## config.mk

```make
export PLATFORM = sky130hd
export DESIGN_NAME = riscv_fetch_stage
export DESIGN_NICKNAME = d
export VERILOG_FILES = /design/src/rtl/riscv_fetch_pkg.sv /design/src/rtl/riscv_fetch_buf.sv /design/src/rtl/riscv_fetch_stage.sv
export SDC_FILE = /design/constraint.sdc
export NUM_CORES = 1
export LEC_CHECK = 0
export ABC_AREA = 1
export CAP_MARGIN = 20
export CORE_UTILIZATION = 55
export CTS_CLUSTER_SIZE = 14
export DETAILED_ROUTE_END_ITERATION = 12
export PLACE_DENSITY = 0.81
export SYNTH_ARGS = -nofsm -noshare
export SYNTH_HDL_FRONTEND = slang
export SYNTH_SLANG_ARGS = --single-unit
```

## constraint.sdc

```tcl
create_clock -name clk_i -period 3.6 [get_ports clk_i]
set_clock_uncertainty 0.05 [all_clocks]
set_input_delay 0.36 -clock clk_i [delete_from_list [all_inputs] [get_ports clk_i]]
set_output_delay 0.36 -clock clk_i [all_outputs]
set_load 0.05 [all_outputs]
```

## src/rtl/riscv_fetch_pkg.sv

```systemverilog
// Shared types and constants for the instruction-fetch stage.
// Optional feature macro used by riscv_fetch_stage: FETCH_MISALIGN_CHECK_EN.
package riscv_fetch_pkg;

    // Widest PC / instruction a fetch queue entry can carry.
    localparam int unsigned FETCH_XLEN = 32;

    // Bubble instruction: add x0, x0, x0.
    localparam logic [31:0] NOP_INSTR = 32'h0000_0033;

    typedef enum logic [1:0] {
        IDLE  = 2'd0,
        RUN   = 2'd1,
        DRAIN = 2'd2
    } fetch_state_e;

    typedef struct packed {
        logic [FETCH_XLEN-1:0] pc;
        logic [FETCH_XLEN-1:0] instr;
        logic                  filled;
    } fetch_entry_t;

endpackage

```

## src/rtl/riscv_fetch_buf.sv

```systemverilog
// PC-tagged circular fetch queue. Entries are allocated at grant time,
// filled in order by memory responses and popped in order by the output stage.
module riscv_fetch_buf
    import riscv_fetch_pkg::*;
#(
    parameter  int unsigned BUF_DEPTH = 2,
    localparam int unsigned PTRW      = $clog2(BUF_DEPTH),
    localparam int unsigned CNTW      = PTRW + 1
) (
    input  logic                  i_clk,
    input  logic                  i_rst_n,
    input  logic                  i_clear,
    input  logic                  i_alloc,
    input  logic [FETCH_XLEN-1:0] i_alloc_pc,
    input  logic                  i_fill,
    input  logic [FETCH_XLEN-1:0] i_fill_instr,
    input  logic                  i_pop,
    output fetch_entry_t          o_head,
    output logic [CNTW-1:0]       o_count,
    output logic [CNTW-1:0]       o_pending
);

    fetch_entry_t    r_mem [BUF_DEPTH];
    logic [PTRW-1:0] r_alloc_ptr;
    logic [PTRW-1:0] r_fill_ptr;
    logic [PTRW-1:0] r_pop_ptr;
    logic [CNTW-1:0] r_count;
    logic [CNTW-1:0] r_pend;

    // Pointer/occupancy bookkeeping and entry storage; clear discards everything.
    always_ff @(posedge i_clk or negedge i_rst_n) begin
        if (!i_rst_n) begin
            r_alloc_ptr <= '0;
            r_fill_ptr  <= '0;
            r_pop_ptr   <= '0;
            r_count     <= '0;
            r_pend      <= '0;
            for (int unsigned i = 0; i < BUF_DEPTH; i++) begin
                r_mem[i] <= '0;
            end
        end else if (i_clear) begin
            r_alloc_ptr <= '0;
            r_fill_ptr  <= '0;
            r_pop_ptr   <= '0;
            r_count     <= '0;
            r_pend      <= '0;
        end else begin
            if (i_alloc) begin
                r_mem[r_alloc_ptr] <= '{pc: i_alloc_pc, instr: '0, filled: 1'b0};
                r_alloc_ptr        <= r_alloc_ptr + PTRW'(1);
            end
            if (i_fill) begin
                r_mem[r_fill_ptr].instr  <= i_fill_instr;
                r_mem[r_fill_ptr].filled <= 1'b1;
                r_fill_ptr               <= r_fill_ptr + PTRW'(1);
            end
            if (i_pop) begin
                r_pop_ptr <= r_pop_ptr + PTRW'(1);
            end
            r_count <= r_count + CNTW'(i_alloc) - CNTW'(i_pop);
            r_pend  <= r_pend + CNTW'(i_alloc) - CNTW'(i_fill);
        end
    end

    assign o_head    = r_mem[r_pop_ptr];
    assign o_count   = r_count;
    assign o_pending = r_pend;

endmodule

```

## src/rtl/riscv_fetch_stage.sv

```systemverilog
// Instruction-fetch stage: owns the PC, issues credit-limited in-order
// requests over req/gnt/rvalid, buffers returned words and feeds decode.
// Optional feature macro: FETCH_MISALIGN_CHECK_EN (adds sticky misalign_o).
module riscv_fetch_stage #(
    parameter int unsigned      DW        = 32,
    parameter int unsigned      ADDRW     = 12,
    parameter int unsigned      ADDENT    = 4,
    parameter logic [ADDRW-1:0] RESET_PC  = '0,
    parameter int unsigned      BUF_DEPTH = 2,
    parameter logic [DW-1:0]    NOP_INSTR = DW'(riscv_fetch_pkg::NOP_INSTR)
) (
    input  logic             clk_i,
    input  logic             rst_i,
    input  logic             stall_fd_i,
    input  logic             redirect_i,
    input  logic [ADDRW-1:0] redirect_pc_i,
    output logic             imem_req_o,
    output logic [ADDRW-1:0] imem_addr_o,
    input  logic             imem_gnt_i,
    input  logic             imem_rvalid_i,
    input  logic [DW-1:0]    imem_rdata_i,
    output logic [ADDRW-1:0] pc_d_o,
    output logic [DW-1:0]    instr_d_o,
    output logic             valid_d_o
`ifdef FETCH_MISALIGN_CHECK_EN
    ,
    output logic             misalign_o
`endif
);

    import riscv_fetch_pkg::*;

    localparam int unsigned CNTW  = $clog2(BUF_DEPTH) + 1;
    localparam int unsigned DROPW = 8;

    fetch_state_e     r_state;
    logic [DROPW-1:0] r_drop_cnt;
    logic [ADDRW-1:0] r_fetch_pc;
    logic [ADDRW-1:0] r_pc_d;
    logic [DW-1:0]    r_instr_d;
    logic             r_valid_d;

    fetch_entry_t     w_head;
    logic [CNTW-1:0]  w_count;
    logic [CNTW-1:0]  w_pend;
    logic             w_req;
    logic             w_grant;
    logic             w_alloc;
    logic             w_drop_rv;
    logic             w_fill;
    logic             w_head_valid;
    logic             w_bypass;
    logic             w_pop;
    logic [DROPW-1:0] w_drop_next;
    logic [ADDRW-1:0] w_redir_pc;

`ifdef FETCH_MISALIGN_CHECK_EN
    logic r_misalign;

    assign w_redir_pc = redirect_pc_i;
    assign misalign_o = r_misalign;

    // Sticky flag for any redirect to a non-word-aligned target.
    always_ff @(posedge clk_i or negedge rst_i) begin
        if (!rst_i) begin
            r_misalign <= 1'b0;
        end else if (redirect_i && (redirect_pc_i[1:0] != 2'b00)) begin
            r_misalign <= 1'b1;
        end
    end
`else
    assign w_redir_pc = redirect_pc_i & ~ADDRW'(3);
`endif

    // Credit check counts granted-but-unreturned entries as occupied.
    assign w_req     = (r_state != IDLE) && (w_count < CNTW'(BUF_DEPTH));
    assign w_grant   = w_req && imem_gnt_i;
    assign w_alloc   = w_grant && !redirect_i;
    assign w_drop_rv = imem_rvalid_i && (r_drop_cnt != '0);
    assign w_fill    = imem_rvalid_i && (r_drop_cnt == '0) && !redirect_i;

    // An unfilled head is always the oldest unfilled entry, so a fill in that
    // state lands on the head and can be forwarded straight to decode.
    assign w_head_valid = (w_count != '0) && w_head.filled;
    assign w_bypass     = w_fill && (w_count != '0) && !w_head.filled;
    assign w_pop        = !redirect_i && !stall_fd_i && (w_head_valid || w_bypass);

    // On redirect every response still owed by memory must be discarded,
    // including a grant taken this cycle and net of a response arriving now.
    assign w_drop_next = redirect_i
        ? (r_drop_cnt + DROPW'(w_pend) + DROPW'(w_grant) - DROPW'(imem_rvalid_i))
        : (r_drop_cnt - DROPW'(w_drop_rv));

    riscv_fetch_buf #(
        .BUF_DEPTH(BUF_DEPTH)
    ) u_buf (
        .i_clk        (clk_i),
        .i_rst_n      (rst_i),
        .i_clear      (redirect_i),
        .i_alloc      (w_alloc),
        .i_alloc_pc   (FETCH_XLEN'(r_fetch_pc)),
        .i_fill       (w_fill),
        .i_fill_instr (FETCH_XLEN'(imem_rdata_i)),
        .i_pop        (w_pop),
        .o_head       (w_head),
        .o_count      (w_count),
        .o_pending    (w_pend)
    );

    // Control FSM with the count of stale responses still to be dropped.
    always_ff @(posedge clk_i or negedge rst_i) begin
        if (!rst_i) begin
            r_state    <= IDLE;
            r_drop_cnt <= '0;
        end else begin
            r_drop_cnt <= w_drop_next;
            case (r_state)
                IDLE:       r_state <= RUN;
                RUN, DRAIN: r_state <= (w_drop_next != '0) ? DRAIN : RUN;
                default:    r_state <= IDLE;
            endcase
        end
    end

    // Fetch PC: redirect target wins, otherwise advance on each accepted request.
    always_ff @(posedge clk_i or negedge rst_i) begin
        if (!rst_i) begin
            r_fetch_pc <= RESET_PC;
        end else if (redirect_i) begin
            r_fetch_pc <= w_redir_pc;
        end else if (w_grant) begin
            r_fetch_pc <= r_fetch_pc + ADDRW'(ADDENT);
        end
    end

    // Decode-side output register: pop when possible, else insert a bubble.
    always_ff @(posedge clk_i or negedge rst_i) begin
        if (!rst_i) begin
            r_pc_d    <= '0;
            r_instr_d <= NOP_INSTR;
            r_valid_d <= 1'b0;
        end else if (redirect_i) begin
            r_instr_d <= NOP_INSTR;
            r_valid_d <= 1'b0;
        end else if (!stall_fd_i) begin
            if (w_pop) begin
                r_pc_d    <= ADDRW'(w_head.pc);
                r_instr_d <= w_bypass ? imem_rdata_i : DW'(w_head.instr);
                r_valid_d <= 1'b1;
            end else begin
                r_instr_d <= NOP_INSTR;
                r_valid_d <= 1'b0;
            end
        end
    end

    assign imem_req_o  = w_req;
    assign imem_addr_o = r_fetch_pc;
    assign pc_d_o      = r_pc_d;
    assign instr_d_o   = r_instr_d;
    assign valid_d_o   = r_valid_d;

endmodule
```

## Word-level counts from Yosys, hierarchy flattened

Cells that the tools add are included.

- Word-level logic and storage cells: 107
- Bits in registers: 204
- Bits of input ports: 50
- Output and inout bits: 58

- Magnitude comparators: 6
- Bitwise operators: 5
- Reductions and logical operators: 29
- Equal/unequal tests: 3
- Mux-type cells: 35
- Add/subtract/negate cells: 12

Operators with widths:

| operator | count |
|---|---|
| $bwmux 130 | 3 |
| $mux 130 | 3 |
| $demux 65 s1 | 3 |
| $mux 45 | 3 |
| $mux 32 | 4 |
| $mux 65 | 1 |
| $mux 33 | 1 |
| $mux 12 | 2 |
| $reduce_bool 8->1 | 2 |
| $sub 8x1->8 | 2 |
| $logic_and 1x1->1 | 13 |
| $add 12x3->12 const B | 1 |
| $reduce_bool 2->1 | 6 |
| $mux 1 | 10 |
| $add 8x1->8 | 1 |
| $add 8x2->8 | 1 |
| $logic_not 8->1 | 1 |
| $mux 8 | 1 |
| $ge 2x2->1 const B | 3 |
| $mux 2 | 3 |
| $not 1->2 | 3 |
| $add 2x1->2 | 2 |
| $lt 2x1->1 const B | 2 |
| $pmux 2 s2 | 1 |
| other kinds (12) | 18 |

## Logic depth before layout (Yosys ltp)

Gate-level depths: netlist (run 1).

- Depth after elaboration: 11
- Depth in mapped cells: 19
- Mapped depth without buffers: 19

## Hierarchy

From an unflattened synthesis (run 1), not the netlist that was laid out.

- Cells, all modules: 1310
- Area total of the unflattened synthesis: 10339.9 µm²

Modules (own cells, without submodules):

| module | times used | seq. area each (µm²) | cells an instance | area an instance (µm²) |
|---|---|---|---|---|
| riscv_fetch_buf | 1 | 3428.3 | 835 | 6653.9 |
| riscv_fetch_stage | 1 | 1631.6 | 475 | 3686.0 |

## Worst setup path before layout (run 1)

Ideal clock, no wire load.

- Path type: register to register
- From: reg r_state[0]
- To: reg r_state[0]
- Path slack: 0.530 ns
- Library setup time: 0.077 ns
- Data arrival time: 2.943 ns
- Required time: 3.473 ns
- Path buffers: 0
- Clock period less this slack: 3.070 ns
- Cell stages (with the launch flop): 17
- Cells stage by stage: dfrtp_1 -> inv_1 -> ha_1 -> nor2_4 -> nand2_2 -> ha_1 -> fa_1 -> fa_1 -> inv_1 -> nand2_1 -> nand2_1 -> nand3_1 -> a21oi_1 -> o21ai_0 -> nor2_1 -> nand3_1 -> a21oi_1

- Word-level cells in the longest chain between the ends: 9
- Elaborated cells on any way between the ends: 13
- Those cells by class: add/sub (2); eq/ne (2); mux (3); reduce/logical (6)

Ends and longest elaborated chain:

| element | line | source |
|---|---|---|
| from (decl) | riscv_fetch_stage.sv:36 | `fetch_state_e r_state;` |
| from (signal assigned) | riscv_fetch_stage.sv:119 | `RUN, DRAIN: r_state <= (w_drop_next != '0) ? DRAIN : RUN;` |
| $reduce_bool 2->1 | riscv_fetch_stage.sv:76 | `assign w_req = (r_state != IDLE) && (w_count < CNTW'(BUF_DEPTH));` |
| $logic_and 1x1->1 | riscv_fetch_stage.sv:76 |  |
| named net imem_req_o | riscv_fetch_stage.sv:17 | `output logic imem_req_o,` |
| $logic_and 1x1->1 | riscv_fetch_stage.sv:77 | `assign w_grant = w_req && imem_gnt_i;` |
| $add 8x1->8 | riscv_fetch_stage.sv:91 | `? (r_drop_cnt + DROPW'(w_pend) + DROPW'(w_grant) - DROPW'(imem_rvalid_i))` |
| $sub 8x1->8 | riscv_fetch_stage.sv:91 |  |
| $mux 8 | riscv_fetch_stage.sv:91 |  |
| named net w_drop_next[6] | riscv_fetch_stage.sv:54 | `logic [DROPW-1:0] w_drop_next;` |
| $reduce_bool 8->1 | riscv_fetch_stage.sv:119 |  |
| $mux 2 | riscv_fetch_stage.sv:119 |  |
| $pmux 2 s2 | riscv_fetch_stage.sv:117 | `case (r_state)` |

The timed path passes the listed nets, and every way through them passes these cells.
A chain may end at the register's enable or synchronous reset.

## Worst setup path in the final report (run 1)

- From: reg r_state[1]
- To: reg r_state[1]

- Word-level cells in the longest chain between the ends: 9
- Elaborated cells on any way between the ends: 13
- Those cells by class: add/sub (2); eq/ne (2); mux (3); reduce/logical (6)

Ends and longest elaborated chain:

| element | line |
|---|---|
| $reduce_bool 2->1 | riscv_fetch_stage.sv:76 |
| $logic_and 1x1->1 | riscv_fetch_stage.sv:76 |
| $logic_and 1x1->1 | riscv_fetch_stage.sv:77 |
| $add 8x1->8 | riscv_fetch_stage.sv:91 |
| $sub 8x1->8 | riscv_fetch_stage.sv:91 |
| $mux 8 | riscv_fetch_stage.sv:91 |
| named net w_drop_next[6] | riscv_fetch_stage.sv:54 |
| $reduce_bool 8->1 | riscv_fetch_stage.sv:119 |
| $mux 2 | riscv_fetch_stage.sv:119 |
| $pmux 2 s2 | riscv_fetch_stage.sv:117 |

The timed path passes the listed nets, and every way through them passes these cells.

==> impl_metrics.py, run 1 <==
metrics = {
    "setup_path": {
        "start_kind": "flip-flop",
        "critPathArrivalTime_ps": 3410,
        "slowest_delay_ps": 420,
        "crit_buf_inv": 2,
        "critPathKind": "flip-flop to flip-flop",
        "cp_max_fo": 5,
        "rr_endpoint": "r_state[1]",
        "r2r_start": "r_state[1]",
        "required_ps": 3900,
        "path_cells": "inv_1, ha_1, nor2_4, nand2_2, ha_1, fa_1, fa_1, inv_1, nand2_1, nand2_1, nand3_1, nand3_1, nand2_1, o21ai_0, nor2_1, nand2_1, nand2_1, nor2_1",
        "crit_slowest_cell": "fa_1",
        "reg2regPathDepth": 18,
        "regToRegSetupSlack_ps": 490,
        "crit_path_end_kind": "flip-flop",
        "path_delay_family": "adder cells",
        "cpMostUsedCell": "nand2_1",
    },
    "sta": {
        "post-route-min-period_ps": 3110,
        "fin_tns_setup_ps": 0,
        "rsz0062_at_grt": "no",
        "worstMarginPinSlew_ps": 786,
        "fin_ws_ps": 487,
        "relSlewSlack_pct": 47.6,
        "fmax_mhz": 321,
        "hold_viol": 0,
        "finalMaxSlewViolations": 0,
        "fin_crit_sh_pct": 86.5,
        "setup_viol": 0,
    },
    "route": {
        "wire_per_inst_um": 15.2,
        "dr.pass1.iters": 5,
        "vias": 6408,
        "drc": 0,
        "vias_per_cell": 5.54,
        "wirelength_mm": 17.6,
        "antenna_left": 0,
        "drtIter0Drc": 495,
    },
    "synth": {
        "ys_top_cells_by_count": "dfrtp_1 (152), nand2_1 (147), inv_1 (122), o21ai_0 (107), nand3_1 (66)",
        "ys_seq_area_share_pct": 50.8,
        "ys_types": 40,
        "postSynth.asyncResetShare_pct": 100,
        "post-synth-top-area-cell": "dfrtp_1",
        "synth_edf_count": 0,
        "synthAdderAreaFrac_pct": 4.42,
        "avgSynthCellArea_sq_um": 8.70,
        "synth_compound_area_share_pct": 16.8,
        "yosys-mux-area-fraction_pct": 0,
        "synth_top_area_share_pct": 49.4,
        "ys_warn_count": 0,
        "yosysMostFrequentCell": "dfrtp_1",
        "synth_flop_cell": "dfrtp_1",
        "synthSimpleGateAreaFrac_pct": 16.7,
        "synth_xor_area_share_pct": 1.25,
        "synth.cell_area_sq_um": 7690,
        "synth_seq_cells": 156,
        "synth_area_leaders": "dfrtp_1 (49%), nand2_1 (7.2%), o21ai_0 (7.0%)",
        "synthCells": 884,
        "synth_top_family_by_area": "compound AO/OA/AOI/OAI gates",
    },
    "grt": {
        "overflow": 0,
        "grt_pass1_vias": 6113,
        "grt_max_degree": 87,
        "antenna_found_initial": 0,
        "grt_pass1_wl_mm": 29.4,
        "track_usage_pct": 26.0,
    },
    "cts": {
        "cts_buffer_depth": 2,
        "cts_tree": "built",
        "cts.sinks": 156,
        "cts_buffers": 17,
        "ctsRootBufferMaster": "clkbuf_16",
        "path_clk_slew_ps": 60,
        "ctsResizeCount": 0,
        "clkLatencyLatePin_ps": 430,
        "h-tree-depth": 4,
    },
    "outcome": {
        "status": "complete, no violations",
    },
    "floorplan": {
        "die_x_um": 120,
        "dieArea_sq_um": 14500,
        "core-area_sq_um": 13500,
        "initial_utilization_pct": 57.2,
        "std_cell_rows": 42,
        "dieHeight_um": 120,
        "io_pins": 108,
    },
    "min_path": {
        "hold_start": "u_buf.r_mem[100]",
        "worstHoldPathType": "flip-flop to flip-flop",
        "whs_path_depth": 2,
        "whs_endpoint": "u_buf.r_mem[100]",
    },
    "power_and_ir_drop": {
        "max-vdd-ir-drop_v": 0.000341,
        "powerDensity_nw_per_um2": 597,
        "leakage_nw": 4.37,
    },
    "cells_and_area": {
        "nFillCells": 1064,
        "seq_area_sq_um": 3910,
        "syn2layout_area_growth_pct": 21.5,
        "multi_input_area_sq_um": 3040,
        "final_core_util_pct": 69.5,
        "diodes": 0,
        "fin_nets": 1045,
        "layout-drive-gt1-share_pct": 8.66,
    },
    "placement": {
        "post-place-ws_ps": 428,
        "gp_congestion": 0.855,
        "hpwlAfterDp_mm": 11.1,
        "portBuffers": 101,
    },
    "flow_run": {
        "maxCapViolCount": 0,
    },
}
==> where the power goes <==
group	internal (mW)	switching, mW	total [mW]	leakage [nW]
logic	0.584	1.04	1.63	1.99
clock network	1.09	0.725	1.82	0.295
registers	1.98	0.148	2.13	2.08
total	3.66	1.92	5.58	4.37
==> through the flow <==
step                      instances  hold WS (ps)  instance area, sq um  power [mW]
after CTS                      1157           420                  9350        5.59
final                          1157           418                  9350        5.58
after global placement         1125           399                  8740        3.69
after detailed placement       1125           404                  8740        3.76
after floorplan                 887          14.4                  7700        3.31
after global routing           1157           448                  9350        5.93
==> cell usage in the layout, fill, tap and decap left out, types with 4 or more instances in the layout <==
master	count
a21oi_1	11
nand2_1	147
dfstp_2	4
xnor2_1	4
inv_1	122
nor2_1	59
o21ai_1	14
clkinv_4	4
o211ai_1	4
conb_1	4
inv_2	6
xor2_1	7
nand3_1	66
ha_1	24
o21ai_0	107
buf_4	11
a211oi_1	32
clkdlybuf4s50_1	100
dfrtp_1	151
o21ai_2	18
nor2_4	4
clkbuf_16	17
o22ai_1	28
==> sequential cells by signal, summed over array words and instances (netlist names), 2 cells and up <==
name             count
u_buf.r_mem         86
u_buf.o_pending      2
pc_d_o              10
imem_addr_o         10
r_drop_cnt           8
r_state              2
u_buf.o_count        2
instr_d_o           32
==> metal layers <==
metal / part of all wire (%) / vias up / GRT usage [%]
met5: 0 / - / 0
met1: 44 / 3135 / 34.3
li1: - / 3067 / -
met4: 2.3 / 0 / 10.6
met2: 49 / 173 / 42.9
met3: 4.0 / 33 / 4.10
==> cell families after synthesis <==
group / count (synthesis)
and+or+nand+nor: 294
AOI/OAI and AO/OA: 218
buffers and inverters: 178
DFF: 156
adders and majority gates: 26
xor gates and xnor gates: 11
other: 1
==> area by class of cell <==
type	instances	share of cell area [%]
clock inverters	13	1.78
flip-flops and latches	156	41.8
repair buffers	113	11.8
clock buffers	18	4.59
inverters	128	5.14
multi-input cells	553	32.5
well taps	176	2.36
==> how the worst max path moves through the flow <==
stage               startpoint         end  slack, ps  depth (start not counted)
floorplan           r_state[0]  r_state[0]        530                         16
global placement    imem_gnt_i  r_state[0]        520                         14
detailed placement  imem_gnt_i  r_state[1]        430                         16
CTS                 r_state[1]  r_state[1]        510                         18
global route        r_state[0]  r_state[1]        170                         18
finish              r_state[1]  r_state[1]        490                         18
==> worst register-to-register path: cells and delay by family (launching register included) <==
kind	cells	cell delay, ps
AO/OA/AOI/OAI	1	220
flip-flops	1	370
AND/OR/NAND/NOR	11	950
buffers and inverters	2	120
adder cells (fa/ha/maj)	4	1320
==> repair_timing <==
item / in CTS / in global routing
hold buffers: 1 / 0
setup buffers: 0 / 0
hold endpoints to repair: 79 / 0
Note: power is estimated with default switching activity, not from simulation.
==> run 2: changes to the inputs <==
--- a/config.mk
+++ b/config.mk
@@ -10,7 +10,7 @@
 export CORE_UTILIZATION = 55
 export CTS_CLUSTER_SIZE = 14
 export DETAILED_ROUTE_END_ITERATION = 12
-export PLACE_DENSITY = 0.81
+export PLACE_DENSITY = 0.89
 export SYNTH_ARGS = -nofsm -noshare
 export SYNTH_HDL_FRONTEND = slang
 export SYNTH_SLANG_ARGS = --single-unit
==> constraint.sdc (replaced) <==
create_clock -name clk_i -period 3.6 [get_ports clk_i]
set_clock_uncertainty 0.05 [all_clocks]
set_input_delay 0.36 -clock clk_i [delete_from_list [all_inputs] [get_ports clk_i]]
set_output_delay 0.36 -clock clk_i [all_outputs]
set_load 0.1 [all_outputs]
==> run 2 against run 1 <==
Against the previous run:
- sequential cell count did not move
- sequential power barely moved
- utilization fell by 0.47 points
- clock power fell by 10%
- total power fell by 0.58%
- via count fell by 0.11%
- sequential share of layout area rose by 0.28 points
- non-clock buffer count fell by 2
- critical endpoint unchanged
==> impl_metrics.py, run 2 (synthesis gave the netlist of run 1 again) <==
metrics = {
    "route": {
        "vias": 6401,
        "drtIter0Drc": 521,
        "wirelength_mm": 17.9,
        "drc": 0,
        "dr.pass1.iters": 7,
        "wire_per_inst_um": 15.5,
        "antenna_left": 0,
        "vias_per_cell": 5.55,
    },
    "min_path": {
        "hold_start": "u_buf.r_mem[104]",
        "worstHoldPathType": "flip-flop to flip-flop",
    },
    "grt": {
        "track_usage_pct": 26.4,
        "grt_max_degree": 95,
        "overflow": 0,
        "antenna_found_initial": 0,
        "grt_pass1_wl_mm": 29.8,
        "grt_pass1_vias": 6234,
    },
    "cts": {
        "cts_tree": "built",
        "clkLatencyLatePin_ps": 430,
        "cts_buffer_depth": 2,
        "cts_setup_buffers": 0,
        "cts.sinks": 156,
        "path_clk_slew_ps": 60,
        "cts_buffers": 17,
        "h-tree-depth": 4,
        "ctsRootBufferMaster": "clkbuf_16",
    },
    "cells_and_area": {
        "layout-drive-gt1-share_pct": 8.49,
        "largest_register_ff_count": 86,
        "final_cell_mix": "dfrtp_1 (151), nand2_1 (147), inv_1 (122), o21ai_0 (107), clkdlybuf4s50_1 (100)",
        "final_cell_area_sq_um": 9290,
        "seq_area_sq_um": 3910,
        "nFillCells": 1036,
        "final_core_util_pct": 69.0,
        "final_common_cell": "dfrtp_1",
        "regMostFlops": "u_buf.r_mem",
        "syn2layout_area_growth_pct": 20.7,
        "final_cells": 1154,
        "fin_nets": 1043,
        "diodes": 0,
        "multi_input_area_sq_um": 3040,
    },
    "setup_path": {
        "critPathKind": "flip-flop to flip-flop",
        "start_kind": "flip-flop",
        "r2r_start": "r_state[0]",
        "cp-startpoint": "r_state[0]",
        "required_ps": 3910,
        "critPathArrivalTime_ps": 3440,
        "crit_path_end_kind": "flip-flop",
        "cp_max_fo": 5,
    },
    "floorplan": {
        "io_pins": 108,
        "std_cell_rows": 42,
        "die_x_um": 120,
        "initial_utilization_pct": 57.2,
        "dieHeight_um": 120,
        "core-area_sq_um": 13500,
        "dieArea_sq_um": 14500,
    },
    "sta": {
        "relSlewSlack_pct": 31.3,
        "fin_tns_setup_ps": 0,
        "rsz0062_at_grt": "no",
        "hold_viol": 0,
        "finalMaxSlewViolations": 0,
        "post-route-min-period_ps": 3130,
        "fin_crit_sh_pct": 86.8,
        "fmax_mhz": 320,
        "worstMarginPinSlew_ps": 1030,
        "setup_viol": 0,
    },
    "placement": {
        "placed_area_sq_um": 8740,
        "dp_cells": 1123,
        "portBuffers": 101,
        "gp_congestion": 0.854,
        "hpwlAfterDp_mm": 11.2,
    },
    "power_and_ir_drop": {
        "leakage_nw": 4.33,
        "max-vdd-ir-drop_v": 0.000356,
        "powerDensity_nw_per_um2": 597,
    },
    "outcome": {
        "status": "complete, no violations",
    },
    "flow_run": {
        "maxCapViolCount": 0,
    },
}
[run 2: cell count changes in the layout (fill, tap and decap cells not counted)]
cell        change
clkinv_2        +1
buf_4           -3
buf_12          +1
clkinv_4        -2
clkbuf_8        +3
clkbuf_1        -1
clkinvlp_4      +3
inv_6           -2
bufinv_16       -3
[run 2: layout make-up]
| type | count | share of cell area (%) |
|---|---|---|
| timing repair buffer | 111 | 11.9 |
| clock inverter | 10 | 0.741 |
| clock buffer | 20 | 5.03 |
| inverter | 128 | 5.17 |
| sequential | 156 | 42.1 |
| tap | 176 | 2.37 |
| multi-input combinational | 553 | 32.7 |
[run 2: power by group]
group	internal, mW	leakage, nW	switching [mW]	total, mW
clock network	0.925	0.260	0.708	1.63
logic	0.584	1.99	1.19	1.78
registers	1.98	2.08	0.150	2.13
[run 2: worst paths after layout]
check                              endpoint  slack [ps]  cells past startpoint
setup / recovery                 r_state[1]         470                     18
hold / removal             u_buf.r_mem[104]         420                      2
setup reg to reg                 r_state[1]         470                     18
hold reg to reg            u_buf.r_mem[104]         420                      2
max in group asynchronous      instr_d_o[4]        2140                      3
min in group asynchronous     r_drop_cnt[6]         500                      2
[run 2: layer usage]
metal  routed length, um  global-route usage (%)
met1                7500                    34.5
met2                8800                    42.5
met3                1040                    5.19
met4                 569                    12.3
met5                   0                       0
[run 2: worst max-delay path, cell delays in order, from the launching register on]
cell,delay (ps)
dfrtp_1,350
inv_1,50
ha_1,230
nor2_4,150
nand2_2,120
ha_1,300
fa_1,420
fa_1,370
inv_1,70
nand2_1,60
nand2_1,100
nand3_1,90
nand3_1,80
nand2_1,40
o21ai_0,270
nor2_1,110
nand2_1,70
nand2_1,40
nor2_1,80
[run 2: through the flow]
step                power [mW]  setup WS (ps)  hold slack [ps]
floorplan                 3.46            265             14.4
global placement          3.84            509              399
detailed placement        3.92            397              403
CTS                       5.56            494              418
global route              5.88            248              433
finish                    5.55            474              419
[run 2: timing repair]
item / 4_1_cts / 5_1_grt
endpoints found under the hold margin: 9 / 0
hold buffers: 1 / 0
resized for setup: 0 / 0
==> run 3: changes to the inputs <==
--- a/config.mk
+++ b/config.mk
@@ -8,7 +8,7 @@
 export ABC_AREA = 1
 export CAP_MARGIN = 20
 export CORE_UTILIZATION = 55
-export CTS_CLUSTER_SIZE = 14
+export CTS_CLUSTER_SIZE = 28
 export DETAILED_ROUTE_END_ITERATION = 12
 export PLACE_DENSITY = 0.89
 export SYNTH_ARGS = -nofsm -noshare
==> results of run 3 <==
Same layout as run 2: the final DEF is identical, and so are final timing and power.
